**src/rtl/usb_rx_ctrl_if.sv**
```systemverilog
// usb_rx_ctrl bus: raw line input, decoder/CRC status in,
// decoder sequencing and per-packet status out.
interface usb_rx_ctrl_if;
    logic        line_bit;
    logic        line_se0;
    logic        PID_error;
    logic        end_rc_crc;
    logic        crc_ok;
    logic        start_decode;
    logic        end_decode;
    logic        busy;
    logic        pkt_done;
    logic        pkt_ok;
    logic [2:0]  err_code;
    logic [10:0] bit_count;

    modport slave (
        input  line_bit, line_se0, PID_error, end_rc_crc, crc_ok,
        output start_decode, end_decode, busy, pkt_done, pkt_ok,
        output err_code, bit_count
    );

    modport master (
        output line_bit, line_se0, PID_error, end_rc_crc, crc_ok,
        input  start_decode, end_decode, busy, pkt_done, pkt_ok,
        input  err_code, bit_count
    );
endinterface

```
**src/rtl/usb_rx_ctrl.sv**
```systemverilog
// usb_rx_ctrl: hunts SYNC, frames one packet for bs_decoder,
// waits for the CRC verdict and reports one status per packet.
module usb_rx_ctrl #(
    parameter logic [7:0] SYNC_PAT = 8'b01010100,
    parameter int         MIN_BITS = 8,
    parameter int         MAX_BITS = 1100,
    parameter int         CRC_WAIT = 16,
    parameter int         IDLE_CYC = 4
) (
    input logic          clk,
    input logic          rst,
    usb_rx_ctrl_if.slave bus
);
    localparam logic [1:0] S_IDLE  = 2'd0;
    localparam logic [1:0] S_PKT   = 2'd1;
    localparam logic [1:0] S_WAIT  = 2'd2;
    localparam logic [1:0] S_DRAIN = 2'd3;

    localparam logic [2:0] ERR_OK  = 3'd0;
    localparam logic [2:0] ERR_PID = 3'd1;
    localparam logic [2:0] ERR_OVF = 3'd2;
    localparam logic [2:0] ERR_TMO = 3'd3;
    localparam logic [2:0] ERR_CRC = 3'd4;
    localparam logic [2:0] ERR_SHT = 3'd5;

    localparam logic [10:0] L_MAX = 11'(MAX_BITS);
    localparam logic [10:0] L_MIN = 11'(MIN_BITS);
    localparam logic [7:0]  L_TMO = 8'(CRC_WAIT - 1);
    localparam logic [3:0]  L_IDL = 4'(IDLE_CYC - 1);

    logic [1:0]  r_state;
    logic [6:0]  r_sync;
    logic        r_se0_d;
    logic [10:0] r_cnt;
    logic [7:0]  r_timer;
    logic [3:0]  r_idle;
    logic [2:0]  r_err;
    logic        r_ok;
    logic        r_start;
    logic        r_end;
    logic        r_done;

    logic        w_bit;
    logic [7:0]  w_sync_nxt;
    logic        w_match;
    logic        w_eop;
    logic        w_j;
    logic [2:0]  w_err_w;
    logic [2:0]  w_err_crc;
    logic [2:0]  w_err_tmo;

    // SYNC window, EOP detect and error merging; first error wins
    always_comb begin
        w_bit      = bus.line_se0 | bus.line_bit;
        w_sync_nxt = {r_sync, w_bit};
        w_match    = (w_sync_nxt == SYNC_PAT);
        w_eop      = bus.line_se0 & r_se0_d;
        w_j        = bus.line_bit & ~bus.line_se0;
        w_err_w    = (r_err != ERR_OK) ? r_err :
                     (bus.PID_error ? ERR_PID : ERR_OK);
        w_err_crc  = (w_err_w != ERR_OK) ? w_err_w :
                     (bus.crc_ok ? ERR_OK : ERR_CRC);
        w_err_tmo  = (w_err_w != ERR_OK) ? w_err_w : ERR_TMO;
    end

    // Packet sequencer: IDLE -> PKT -> WAIT_CRC/DRAIN -> IDLE
    always_ff @(posedge clk or posedge rst) begin
        if (rst) begin
            r_state <= S_IDLE;
            r_sync  <= 7'h7F;
            r_se0_d <= 1'b0;
            r_cnt   <= 11'd0;
            r_timer <= 8'd0;
            r_idle  <= 4'd0;
            r_err   <= ERR_OK;
            r_ok    <= 1'b0;
            r_start <= 1'b0;
            r_end   <= 1'b0;
            r_done  <= 1'b0;
        end else begin
            r_start <= 1'b0;
            r_end   <= 1'b0;
            r_done  <= 1'b0;
            r_se0_d <= bus.line_se0;
            case (r_state)
                S_IDLE: begin
                    r_sync <= w_sync_nxt[6:0];
                    if (w_match) begin
                        r_start <= 1'b1;
                        r_state <= S_PKT;
                        r_cnt   <= 11'd0;
                        r_err   <= ERR_OK;
                        r_ok    <= 1'b0;
                        r_sync  <= 7'h7F;
                    end
                end
                S_PKT: begin
                    if (!bus.line_se0 && r_cnt != L_MAX)
                        r_cnt <= r_cnt + 11'd1;
                    if (bus.PID_error) begin
                        r_err   <= ERR_PID;
                        r_end   <= 1'b1;
                        r_idle  <= 4'd0;
                        r_state <= S_DRAIN;
                    end else if (r_cnt == L_MAX) begin
                        r_err   <= ERR_OVF;
                        r_end   <= 1'b1;
                        r_idle  <= 4'd0;
                        r_state <= S_DRAIN;
                    end else if (w_eop) begin
                        r_end <= 1'b1;
                        if (r_cnt < L_MIN) begin
                            r_err   <= ERR_SHT;
                            r_idle  <= 4'd0;
                            r_state <= S_DRAIN;
                        end else begin
                            r_timer <= 8'd0;
                            r_state <= S_WAIT;
                        end
                    end
                end
                S_WAIT: begin
                    r_timer <= r_timer + 8'd1;
                    if (bus.end_rc_crc) begin
                        r_err   <= w_err_crc;
                        r_ok    <= (w_err_crc == ERR_OK);
                        r_done  <= 1'b1;
                        r_state <= S_IDLE;
                    end else if (r_timer == L_TMO) begin
                        r_err   <= w_err_tmo;
                        r_ok    <= 1'b0;
                        r_done  <= 1'b1;
                        r_state <= S_IDLE;
                    end else begin
                        r_err <= w_err_w;
                    end
                end
                default: begin
                    if (r_end) begin
                        r_done <= 1'b1;
                        r_ok   <= 1'b0;
                    end
                    if (w_j) begin
                        if (r_idle == L_IDL) begin
                            r_idle  <= 4'd0;
                            r_state <= S_IDLE;
                        end else begin
                            r_idle <= r_idle + 4'd1;
                        end
                    end else begin
                        r_idle <= 4'd0;
                    end
                end
            endcase
        end
    end

    assign bus.start_decode = r_start;
    assign bus.end_decode   = r_end;
    assign bus.busy         = (r_state != S_IDLE);
    assign bus.pkt_done     = r_done;
    assign bus.pkt_ok       = r_ok;
    assign bus.err_code     = r_err;
    assign bus.bit_count    = r_cnt;
endmodule

```
**src/flat_wrapper.sv**
```systemverilog
// flat-port wrapper written by rule: the top's interface ports become plain ports
module usb_rx_ctrl_flat 
#(
    parameter logic [7:0] SYNC_PAT = 8'b01010100,
    parameter int         MIN_BITS = 8,
    parameter int         MAX_BITS = 1100,
    parameter int         CRC_WAIT = 16,
    parameter int         IDLE_CYC = 4
)
  (clk, rst, bus_line_bit, bus_line_se0, bus_PID_error, bus_end_rc_crc, bus_crc_ok, bus_start_decode, bus_end_decode, bus_busy, bus_pkt_done, bus_pkt_ok, bus_err_code, bus_bit_count);
  usb_rx_ctrl_if bus_i ();
  input logic clk;
  input logic rst;
  input wire logic [$bits(bus_i.line_bit)-1:0] bus_line_bit;
  input wire logic [$bits(bus_i.line_se0)-1:0] bus_line_se0;
  input wire logic [$bits(bus_i.PID_error)-1:0] bus_PID_error;
  input wire logic [$bits(bus_i.end_rc_crc)-1:0] bus_end_rc_crc;
  input wire logic [$bits(bus_i.crc_ok)-1:0] bus_crc_ok;
  output wire logic [$bits(bus_i.start_decode)-1:0] bus_start_decode;
  output wire logic [$bits(bus_i.end_decode)-1:0] bus_end_decode;
  output wire logic [$bits(bus_i.busy)-1:0] bus_busy;
  output wire logic [$bits(bus_i.pkt_done)-1:0] bus_pkt_done;
  output wire logic [$bits(bus_i.pkt_ok)-1:0] bus_pkt_ok;
  output wire logic [$bits(bus_i.err_code)-1:0] bus_err_code;
  output wire logic [$bits(bus_i.bit_count)-1:0] bus_bit_count;
  assign bus_i.line_bit = bus_line_bit;
  assign bus_i.line_se0 = bus_line_se0;
  assign bus_i.PID_error = bus_PID_error;
  assign bus_i.end_rc_crc = bus_end_rc_crc;
  assign bus_i.crc_ok = bus_crc_ok;
  assign bus_start_decode = bus_i.start_decode;
  assign bus_end_decode = bus_i.end_decode;
  assign bus_busy = bus_i.busy;
  assign bus_pkt_done = bus_i.pkt_done;
  assign bus_pkt_ok = bus_i.pkt_ok;
  assign bus_err_code = bus_i.err_code;
  assign bus_bit_count = bus_i.bit_count;
  usb_rx_ctrl #(.SYNC_PAT(SYNC_PAT), .MIN_BITS(MIN_BITS), .MAX_BITS(MAX_BITS), .CRC_WAIT(CRC_WAIT), .IDLE_CYC(IDLE_CYC)) u_core (.clk(clk), .rst(rst), .bus(bus_i));
endmodule
```
**config.mk**
```make
export PLATFORM = sky130hd
export DESIGN_NAME = usb_rx_ctrl_flat
export DESIGN_NICKNAME = d
export VERILOG_FILES = /design/src/rtl/usb_rx_ctrl_if.sv /design/src/rtl/usb_rx_ctrl.sv /design/src/flat_wrapper.sv
export SDC_FILE = /design/constraint.sdc
export NUM_CORES = 1
export LEC_CHECK = 0
export ABC_AREA = 1
export ABC_CLOCK_PERIOD_IN_PS = 1640
export CORE_MARGIN = 3
export CORE_UTILIZATION = 51
export DETAILED_ROUTE_END_ITERATION = 10
export GPL_ROUTABILITY_DRIVEN = 0
export GPL_TIMING_DRIVEN = 0
export PLACE_DENSITY = 0.76
export SLEW_MARGIN = 15
export SYNTH_ARGS = -nofsm -noshare
export SYNTH_HDL_FRONTEND = slang
export SYNTH_SLANG_ARGS = --single-unit
```
**constraint.sdc**
```tcl
create_clock -name clk -period 1.64 [get_ports clk]
set_clock_uncertainty 0.1 [all_clocks]
set_input_delay 0.328 -clock clk [delete_from_list [all_inputs] [get_ports clk]]
set_output_delay 0.328 -clock clk [all_outputs]
set_load 0.02 [all_outputs]
```
* Word-level counts from Yosys, hierarchy flattened *
Index checks and enable logic that the tools add are counted.
W data, S select, Z words.

cells by class
  add/sub/neg operators = 3
  order comparisons = 1
  eq/ne operators = 16
  mux-type cells = 54
  bitwise logic cells = 6
  reductions and logical operators = 21

operator list
  kind                     count
  $mux W3                  11
  $mux W8                  4
  $mux W4                  6
  $mux W11                 2
  $pmux W11 S2             1
  $mux W2                  8
  $pmux W8 S2              1
  $mux W1                  15
  $reduce_bool A3 Y1       4
  $add A11 B1 Y11 const B  1
  $eq A11 B11 Y1 const B   1
  $lt A11 B4 Y1 const B    1
  $ne A11 B11 Y1 const B   1
  $reduce_and A5 Y1        2
  $pmux W3 S3              1
  $add A8 B1 Y8 const B    1
  $eq A8 B4 Y1 const B     1
  $eq A8 B7 Y1 const B     1
  $ne A4 B2 Y1 const B     2
  $pmux W4 S2              1
  $reduce_and A4 Y1        2
  $reduce_bool A4 Y1       2
  $mux W7                  1
  $ne A2 B1 Y1 const B     3
  19 further kinds         28

storage, ports and cells
  flip-flop bits (word level) = 40
  input bits = 7
  output and inout port bits = 19
  word-level logic and storage cells = 112

* Depth between registers and ports, before layout *
  word-level depth = 7
  gate-level depth with buffers = 11
  mapped depth without buffers = 11

* Least setup slack after synthesis *
No wires, ideal clock.

  path type = reg-to-reg
  start point = reg u_core.r_cnt[0] (netlist: u_core.bus.bit_count[0])
  end point = reg u_core.r_cnt[1] (netlist: u_core.bus.bit_count[1])
  library setup time = 0.118 ns
  data arrival time = 1.446 ns
  data required time = 1.422 ns
  setup slack = -0.024 ns
  cell stages (with the launch flop) = 12
  path buffers = 1
  period minus slack after synthesis = 1.664 ns
  cells stage by stage = dfrtp_1 -> inv_1 -> ha_1 -> nand2_1 -> nor2_2 -> nand3_4 -> nand2_1 -> nand2_2 -> nand2_4 -> buf_6 -> nand2_1 -> o21ai_2

on the way
  word-level cells in the longest chain between the ends = 4
  elaborated cells between the ends (all ways) = 7
  those cells by class = 1 x add/sub; 2 x eq/ne; 2 x mux; 2 x reduce/logical

ends and longest elaborated chain
  item                                                     line               source
  from (decl)                                              usb_rx_ctrl.sv:34  logic [10:0] r_cnt;
  from (signal assigned)                                   usb_rx_ctrl.sv:99  r_cnt <= r_cnt + 11'd1;
  branches (longest 4 deep; another with $add A11 B1 Y11)  n/a

Parallel ways; which one is timed is not known. The select of a mux whose other input is x is not followed.
A chain may end at the register's enable or synchronous reset.

* Worst setup path after layout *
  start point = reg u_core.r_cnt[5] (netlist: u_core.bus.bit_count[5])
  end point = reg u_core.r_cnt[8] (netlist: u_core.bus.bit_count[8])

The elaborated chain is that of the path after synthesis.

==> summary.txt <==
setup TNS - -1.17 ns
failing checks - negative setup slack
cts hold-fix bufs - 0
clock root buffer - clkbuf_8
RR Startpoint - u_core.bus.bit_count[5]
worst-margin pin slew - 0.465 ns
CTS Buf Count - 5
DRC viols - 0
WHS - 0.261 ns
CORE AREA - 4530 um^2
layout cells sized above 1 - 35.3%
total wire length - 7540 um
deepest clock path buffer count - 2
FF+latch count, synth - 40
grt peak-use layer - met2
share of the synthesized area in the top cell type - 33.1%
FILL cells - 274
HPWL Detailed - 4120 um
crit path launch - u_core.bus.bit_count[5]
Leak - 1.78 nW
Ys Warns - 0
Yosys cell types - 36
RSZ-0062 raised after global routing - true
status - finished, violations left
Reg2Reg Setup Slack - -0.13 ns
final worst slack - -0.127 ns
crit path capture type - flop
Initial Util - 55.1%
synth-to-layout area growth - 44.0%
Post-Syn Nets - 358
Global Route met3 Usage - 4.14%
clk_lat worst skew - 0.30 ns
I/O Pins - 26
Die H - 76.0 um
crit share post-route - 108%
post-synthesis sequential area ratio - 40.4%
EDFF count, synth - 0
asr flop ratio synth - 100%
Worst Path Max Fanout - 7
register area - 1010 um^2
WL per Instance - 15.7 um
top_reg_cell synth - dfrtp_1
final hold vios - 0
initial antenna violation count - 0
overall power - 5.33 mW
CTS H-tree lvls - 2
drt initial violations - 237
CTS clock-pin slew for the worst setup and hold paths - 0.08 ns
R2R Path End - u_core.bus.bit_count[8]
first-pass GRT wire length - 11,700 um
Mapped Avg Cell Area - 7.28 um^2
vias in the first global route - 2,414
M1 GR Usage - 32.7%
Worst Path Arrival - 1.89 ns
crit path time final - 1.77 ns
ANT cells - 0
Nets - 428
max-cap violations - 0
Slew Limit Fails - 0
cells after synthesis - 343
max_slew headroom - 68.9%
Syn Std Cell Area - 2500 um^2
row count - 24
global route total overflow - 0
number of buffers added on ports - 25
DIE WIDTH - 76.0 um
critical path type - flop to flop
CTS tree - built
Multi-input gate area - 1560 um^2
GRT Resource Usage Total - 24.6%
R2R depth - 11
CTS sink cnt - 40
largest net degree at the start of global routing - 22
Max Clk Rate - 566 MHz
antenna-violating nets left - 0
via count - 2,634
top cells by area, synth - dfrtp_1, nand2_1, dfstp_2
Worst VDD drop - 0.839 mV
Die ar. - 5770 um^2
P per Cell Area - 1480 nW/um^2
Tightest Hold Check Type - input pin to asynchronous set/reset pin
CP Launch Type - flop
Final Setup Violations - 20
leading area contributor after synthesis - dfrtp_1
WP data required - 1.76 ns
post-DR vias/cell - 5.50
first drt pass iteration count - 5
M2 GR Usage - 41.6%
-- worst max-delay path by stage --
| stage | slack, ns | to | depth (start not counted) |
|---|---|---|---|
| global route | -0.20 | u_core.r_state[0] | 7 |
| CTS | -0.09 | bus_busy | 5 |
| floorplan | 0.02 | u_core.bus.bit_count[1] | 11 |
| finish | -0.13 | u_core.bus.bit_count[8] | 11 |
| global placement | -0.70 | u_core.bus.bit_count[0] | 2 |
| detailed placement | -0.51 | bus_busy | 5 |
-- where the power goes --
group          leakage (nW)  internal, mW  switching [mW]
Clock                0.0645         0.537           0.360
Sequential            0.519          1.24           0.151
Combinational          1.19          1.31            1.74
-- layout by cell type, fill, tap and decap left out, types with 9 or more instances in the layout --
master         count
buf_4             31
buf_6              9
dfrtp_1           29
dlygate4sd2_1     18
inv_1             23
inv_2             13
nand2_1           84
nand2_2           16
nand2_4           11
nand3_1           31
nor2_1            31
o21ai_0            9
o21ai_2           10
-- flip-flops by register name (all words and copies together), names as in the netlist --
register                 flops
u_core.bus.bit_count        11
u_core.r_timer               8
u_core.r_sync                7
u_core.r_idle                4
u_core.bus.err_code          3
u_core.r_state               2
u_core.bus.end_decode        1
u_core.bus.pkt_done          1
u_core.bus.pkt_ok            1
u_core.bus.start_decode      1
u_core.r_se0_d               1
-- cells by family (layout without fill, tap and decap cells) --
| family | Yosys count | count (layout) | synth area share (%) |
|---|---|---|---|
| fa+ha+maj | 8 | 8 | 4.01 |
| buf+inv | 46 | 116 | 8.12 |
| compound gates | 37 | 37 | 9.07 |
| simple gates | 206 | 207 | 36.3 |
| flops | 40 | 40 | 40.4 |
| xor+xnor | 6 | 6 | 2.10 |
-- Yosys cell counts, drive strengths merged, types with 5 or more instances --
library cell / instances
a21oi: 7
buf: 7
dfrtp: 33
dfstp: 7
ha: 8
inv: 37
nand2: 110
nand3: 36
nand4: 7
nor2: 44
o21ai: 23
xor2: 5
-- final cells by class --
| type | instances | area share [%] |
|---|---|---|
| multi-input cells | 258 | 43.4 |
| flip-flops and latches | 40 | 28.2 |
| repair buffers | 63 | 15.9 |
| inverters | 38 | 4.52 |
| clock buffers | 7 | 2.68 |
| well taps | 65 | 2.26 |
| plain buffers | 7 | 2.23 |
| clock inverters | 1 | 0.835 |
-- timing repair --
action / CTS / global route
endpoints found under the hold margin: 0 / 0
pin swaps: 14 / 19
setup endpoints to repair: 48 / 30
cloned: 3 / 0
resized for setup: 86 / 48
buffers inserted: 18 / 17
-- critical path: stages, from the launching register on --
cell,delay (ns)
dfrtp_1,0.40
buf_6,0.14
inv_2,0.04
nand2_1,0.06
nor2_2,0.14
nand3_4,0.18
nand2_2,0.11
nand2_2,0.07
nand2_4,0.15
buf_6,0.16
nand2_2,0.07
o21ai_2,0.07
-- routing by layer --
metal  part of all wire (%)  wire length [um]
met5                      0                 0
met4                    3.1               233
met3                    5.8               438
met2                     49              3680
met1                     42              3190
-- per-stage QoR --
| stage | setup WS, ns | util [%] | area, um^2 | cells |
|---|---|---|---|---|
| 4_1_cts | -0.0902 | 73.5 | 3330 | 463 |
| 2_1_floorplan | 0.0188 | - | 2500 | 343 |
| 5_1_grt | -0.199 | 79.3 | 3600 | 479 |
| 3_3_place_gp | -0.705 | 62.4 | 2830 | 433 |
| 6_report | -0.127 | 79.3 | 3600 | 479 |
| 3_5_place_dp | -0.512 | 63.0 | 2860 | 434 |
Note: power is estimated with default switching activity, not from simulation.
